<file path="config.mk">
export PLATFORM = sky130hd
export DESIGN_NAME = sz_inner_core
export DESIGN_NICKNAME = d
export VERILOG_FILES = /design/src/rtl/sz_inner_core.sv
export SDC_FILE = /design/constraint.sdc
export NUM_CORES = 1
export LEC_CHECK = 0
export CAP_MARGIN = 20
export CELL_PAD_IN_SITES_DETAIL_PLACEMENT = 1
export CELL_PAD_IN_SITES_GLOBAL_PLACEMENT = 1
export CORE_MARGIN = 8
export CORE_UTILIZATION = 30
export CTS_CLUSTER_DIAMETER = 50
export CTS_CLUSTER_SIZE = 25
export DETAILED_ROUTE_END_ITERATION = 7
export PLACE_DENSITY = 0.68
export SETUP_SLACK_MARGIN = 0.15
export SYNTH_ARGS = -nofsm -noshare
export SYNTH_HDL_FRONTEND = slang
export SYNTH_SLANG_ARGS = --single-unit
</file>
<file path="constraint.sdc">
create_clock -name clk -period 18.17 [get_ports clk]
set_input_delay 1.817 -clock clk [delete_from_list [all_inputs] [get_ports clk]]
set_output_delay 1.817 -clock clk [all_outputs]
set_load 0.01 [all_outputs]
</file>
<file path="src/rtl/sz_inner_core.sv">
// SZ-style front end: three-way curve-fit prediction, error-bounded quantization
// and a short output pipeline (fit type -> quant code -> raw unpredictable sample).
module sz_inner_core #(
    parameter int EB_LOG2    = 4,
    parameter int QUANT_BITS = 14
) (
    input  logic        clk,
    input  logic        rst,
    input  logic [31:0] data_in,
    input  logic        enable,
    output logic [1:0]  data_out,
    output logic [15:0] phase2_data_out,
    output logic        phase2_valid,
    output logic [31:0] phase3_data_out,
    output logic        phase3_valid
);
    localparam int W  = 36;
    localparam int SH = EB_LOG2 + 1;
    localparam logic [W-1:0] EB_W   = W'(1) << EB_LOG2;
    localparam logic [W-1:0] INTV_W = W'(1) << (QUANT_BITS - 1);

    logic [31:0] r1, r2, r3;
    logic [1:0]  cnt;

    logic signed [W-1:0] x_w, r1_w, r2_w, r3_w, d12;
    logic signed [W-1:0] p1, p2, p3, e1, e2, e3, sel_e;
    logic [W-1:0]        a1, a2, a3, sel_a, qmag, code_w;
    logic [1:0]          sel;
    logic                predictable;
    logic [31:0]         step32, recon_c;
    logic [1:0]          type_c;
    logic [15:0]         code_c;

    always_comb begin
        x_w  = {{(W-32){data_in[31]}}, data_in};
        r1_w = {{(W-32){r1[31]}}, r1};
        r2_w = {{(W-32){r2[31]}}, r2};
        r3_w = {{(W-32){r3[31]}}, r3};
        d12  = r1_w - r2_w;
        p1   = r1_w;
        p2   = (r1_w <<< 1) - r2_w;
        p3   = (d12 <<< 1) + d12 + r3_w;
        e1   = x_w - p1;
        e2   = x_w - p2;
        e3   = x_w - p3;
        a1   = e1[W-1] ? -e1 : e1;
        a2   = e2[W-1] ? -e2 : e2;
        a3   = e3[W-1] ? -e3 : e3;

        // Strict less-than keeps ties on the lower-order predictor.
        sel   = 2'd0;
        sel_e = e1;
        sel_a = a1;
        if (cnt != 2'd0) sel = 2'd1;
        if (cnt >= 2'd2 && a2 < sel_a) begin
            sel   = 2'd2;
            sel_e = e2;
            sel_a = a2;
        end
        if (cnt == 2'd3 && a3 < sel_a) begin
            sel   = 2'd3;
            sel_e = e3;
            sel_a = a3;
        end

        qmag        = (sel_a + EB_W) >> SH;
        predictable = (sel != 2'd0) && (qmag < INTV_W);
        code_w      = sel_e[W-1] ? (INTV_W - qmag) : (INTV_W + qmag);
        step32      = 32'(qmag << SH);

        // recon = p + q*2EB, with p rebuilt as x - e so only the low 32 bits are needed.
        type_c  = 2'd0;
        code_c  = 16'd0;
        recon_c = data_in;
        if (predictable) begin
            type_c  = sel;
            code_c  = 16'(code_w[QUANT_BITS-1:0]);
            recon_c = sel_e[W-1] ? (data_in - sel_e[31:0] - step32)
                                 : (data_in - sel_e[31:0] + step32);
        end
    end

    logic        s1_valid, s1_unpred, s2_valid;
    logic [15:0] s1_code;
    logic [31:0] s1_x, s2_x;

    always_ff @(posedge clk or posedge rst) begin
        if (rst) begin
            r1              <= '0;
            r2              <= '0;
            r3              <= '0;
            cnt             <= '0;
            data_out        <= '0;
            s1_valid        <= 1'b0;
            s1_unpred       <= 1'b0;
            s1_code         <= '0;
            s1_x            <= '0;
            s2_valid        <= 1'b0;
            s2_x            <= '0;
            phase2_data_out <= '0;
            phase2_valid    <= 1'b0;
            phase3_data_out <= '0;
            phase3_valid    <= 1'b0;
        end else begin
            if (enable) begin
                r3        <= r2;
                r2        <= r1;
                r1        <= recon_c;
                if (cnt != 2'd3) cnt <= cnt + 2'd1;
                data_out  <= type_c;
                s1_code   <= code_c;
                s1_x      <= data_in;
                s1_unpred <= !predictable;
            end
            s1_valid     <= enable;
            phase2_valid <= s1_valid;
            if (s1_valid) begin
                phase2_data_out <= s1_code;
                s2_x            <= s1_x;
            end
            s2_valid     <= s1_valid && s1_unpred;
            phase3_valid <= s2_valid;
            if (s2_valid) phase3_data_out <= s2_x;
        end
    end
endmodule

</file>
==> flow_summary.json <==
{
  "dp_slack_ns": -0.142,
  "critPathKind": "reg -> reg",
  "netlist_area_sq_um": 29800,
  "hold_buffers": 0,
  "cap_violations": 0,
  "core_area_sq_um": 98400,
  "netlist.area_leader.share_pct": 19.2,
  "cts_tree": "done",
  "antenna_found_initial": 1,
  "post-route-min-period_ns": 17.09,
  "die_area_sq_um": 110000,
  "synth_top_area_cell": "dfrtp_1",
  "rsz0062_at_grt": "true",
  "numPlacedInstances": 5136,
  "place.gp.congestion": 0.963,
  "fin_skew_ns": 0.0286,
  "finalHoldViolations": 0,
  "ios": 87,
  "clk_pin_slew_ns": 0.07,
  "die_y_um": 331,
  "outcome": "completed",
  "start_util_pct": 30.3,
  "cts_made_buffers": 28,
  "period_share_pct": 94.1,
  "ys_types": 112,
  "seq_area_frac_synth_pct": 19.2,
  "cts_buffer_depth": 3,
  "h-tree-depth": 1,
  "worst_pin_slew_ns": 1.01,
  "crit_required_ns": 18.69,
  "yosysWarnings": 0,
  "detail-route-antenna-nets": 0,
  "synthCells": 3681,
  "io_buffers": 84,
  "groute.usage.overall_pct": 20.4,
  "async_reset_ff_share_pct": 100,
  "slew_headroom_pct": 31.8,
  "setup_slack_ns": 1.08,
  "hold_class": "reg -> reg",
  "synth-seq-cells": 229,
  "timing.fmax_ghz": 0.0585,
  "crit_path_top_delay_cell": "or4_1",
  "cp_max_fo": 6,
  "antenna_cells": 0,
  "drive_gt1_share_pct": 14.3,
  "clkSinkCount": 229,
  "slew_violations": 0,
  "routedWlPerCell_um": 22.1,
  "synth_flop_cell": "dfrtp_1",
  "synth_edf_count": 0,
  "placed_area_sq_um": 33400,
  "post-route-util_pct": 35.4,
  "grt_pass1_wl_um": 176000,
  "fin_cells": 5207,
  "cpMostUsedCell": "a21oi_2",
  "ctsRootBufferMaster": "clkbuf_16",
  "route.detailed.drc": 0,
  "finalSetupViolCount": 0,
  "grt_pass1_vias": 28900,
  "num-nets-final": 4306,
  "hpwlAfterDp_um": 94300,
  "postSynthAreaPerCell_sq_um": 8.09,
  "drtPass1Iterations": 5,
  "die_w_um": 331,
  "crit_arrival_ns": 17.61,
  "grt_max_degree": 108,
  "synthTopCellsByArea": "dfrtp_1, ha_1, fa_1, xnor2_1, inv_1",
  "areaGrowthSynthToFinish_pct": 16.8,
  "gr-total-overflow": 0,
  "routed_wl_um": 115000,
  "cp-end-kind": "flop",
  "layout_commonest_cell": "inv_1",
  "mostFrequentLayoutCells": "inv_1, ha_1, nand2_1",
  "via_per_inst": 5.47,
  "critPathLaunchType": "flop",
  "drt_first_iter_violations": 1811,
  "num_rows": 115,
  "critPathMaxStageDelay_ns": 0.56,
  "clk_latency_ns": 0.61,
  "post-route-cell-area_sq_um": 34800,
  "vias": 28500
}
[sequential cells by signal, indices dropped and copies added (netlist names)]
| register | cells |
|---|---|
| cnt | 2 |
| data_out | 2 |
| phase2_data_out | 14 |
| phase2_valid | 1 |
| phase3_data_out | 32 |
| phase3_valid | 1 |
| r1 | 32 |
| r2 | 32 |
| r3 | 32 |
| s1_code | 14 |
| s1_unpred | 1 |
| s1_valid | 1 |
| s1_x | 32 |
| s2_valid | 1 |
| s2_x | 32 |
[worst max-delay path: cells and delay by family, from the launching register on]
| family | cells | cell delay (ns) |
|---|---|---|
| buffers and inverters | 8 | 0.81 |
| and+or+nand+nor | 16 | 4.02 |
| adders and majority gates | 9 | 2.99 |
| DFF | 1 | 0.42 |
| xor gates and xnor gates | 4 | 0.61 |
| AOI/OAI and AO/OA | 47 | 8.11 |
[path summary, 6_finish.rpt]
path	from	end	slack, ns	depth (start not counted)
max in group asynchronous	rst	r2[26]$_DFFE_PP0P_	14.17	4
max	r1[0]$_DFFE_PP0P_	r1[31]$_DFFE_PP0P_	1.08	84
min in group asynchronous	rst	phase3_data_out[7]$_DFFE_PP0P_	1.75	2
max reg2reg	r1[0]$_DFFE_PP0P_	r1[31]$_DFFE_PP0P_	1.08	84
min reg2reg	r2[29]$_DFFE_PP0P_	r3[29]$_DFFE_PP0P_	0.48	2
min	r2[29]$_DFFE_PP0P_	r3[29]$_DFFE_PP0P_	0.48	2
[cells by family (layout without fill, tap and decap cells)]
kind of cell               count (synthesis)  in the layout  synth area share, %
adders and majority gates                372            372                 18.2
xor gates and xnor gates                 288            288                 8.49
and+or+nand+nor                         1026           1027                 17.4
DFF                                      229            229                 19.2
AOI/OAI and AO/OA                       1001           1001                 22.0
muxes                                    201            201                 7.38
other                                      2              6               0.0252
buffers and inverters                    562            796                 7.29
[synthesized netlist by cell type, drive strengths merged, types with 22 or more instances]
cell type / instances
nor3: 74
ha: 270
and3: 52
and2: 23
dfrtp: 229
xnor2: 198
clkbuf: 96
a211oi: 29
nand3: 93
o31ai: 35
xor2: 90
or2: 27
a21oi: 252
o21a: 31
buf: 35
fa: 102
inv: 431
nand2: 266
o21bai: 25
mux2: 144
nor2: 249
o21ai: 277
nand4: 46
mux2i: 57
nor4: 22
o211ai: 35
nand2b: 40
a21o: 82
a31oi: 43
or3: 33
nor2b: 33
[layer usage]
metal,track usage (%),vias up,wire [um]
met3,1.83,154,4490
met5,0,-,0
li1,-,13400,-
met2,34.3,624,53800
met4,6.01,0,4180
met1,27.7,14300,52600
[final cells by class]
cell class | instances | area [sq um]
well taps | 1287 | 1610
clock inverters | 19 | 248
inverters | 431 | 1630
flip-flops and latches | 229 | 5730
repair buffers | 314 | 2630
multi-input cells | 2895 | 22200
clock buffers | 32 | 767
fillers | 11900 | 63600
[per-stage QoR]
| step | hold WS [ns] | TNS, ns |
|---|---|---|
| 2_1_floorplan | 0.352 | 0 |
| 3_3_place_gp | 0.457 | 0 |
| 3_5_place_dp | 0.469 | -0.208 |
| 4_1_cts | 0.486 | 0 |
| 5_1_grt | 0.501 | -0.0503 |
| 6_report | 0.484 | 0 |
[timing repair]
action / 4_1_cts / 5_1_grt
setup buffers: 1 / 18
resized for setup: 1 / 72
endpoints found under the setup margin: 2 / 12
pin swaps: 1 / 19
cloned: 0 / 1
Power is not shown: default switching activity piles up to over one toggle a cycle in this logic, so the estimate is an artifact.
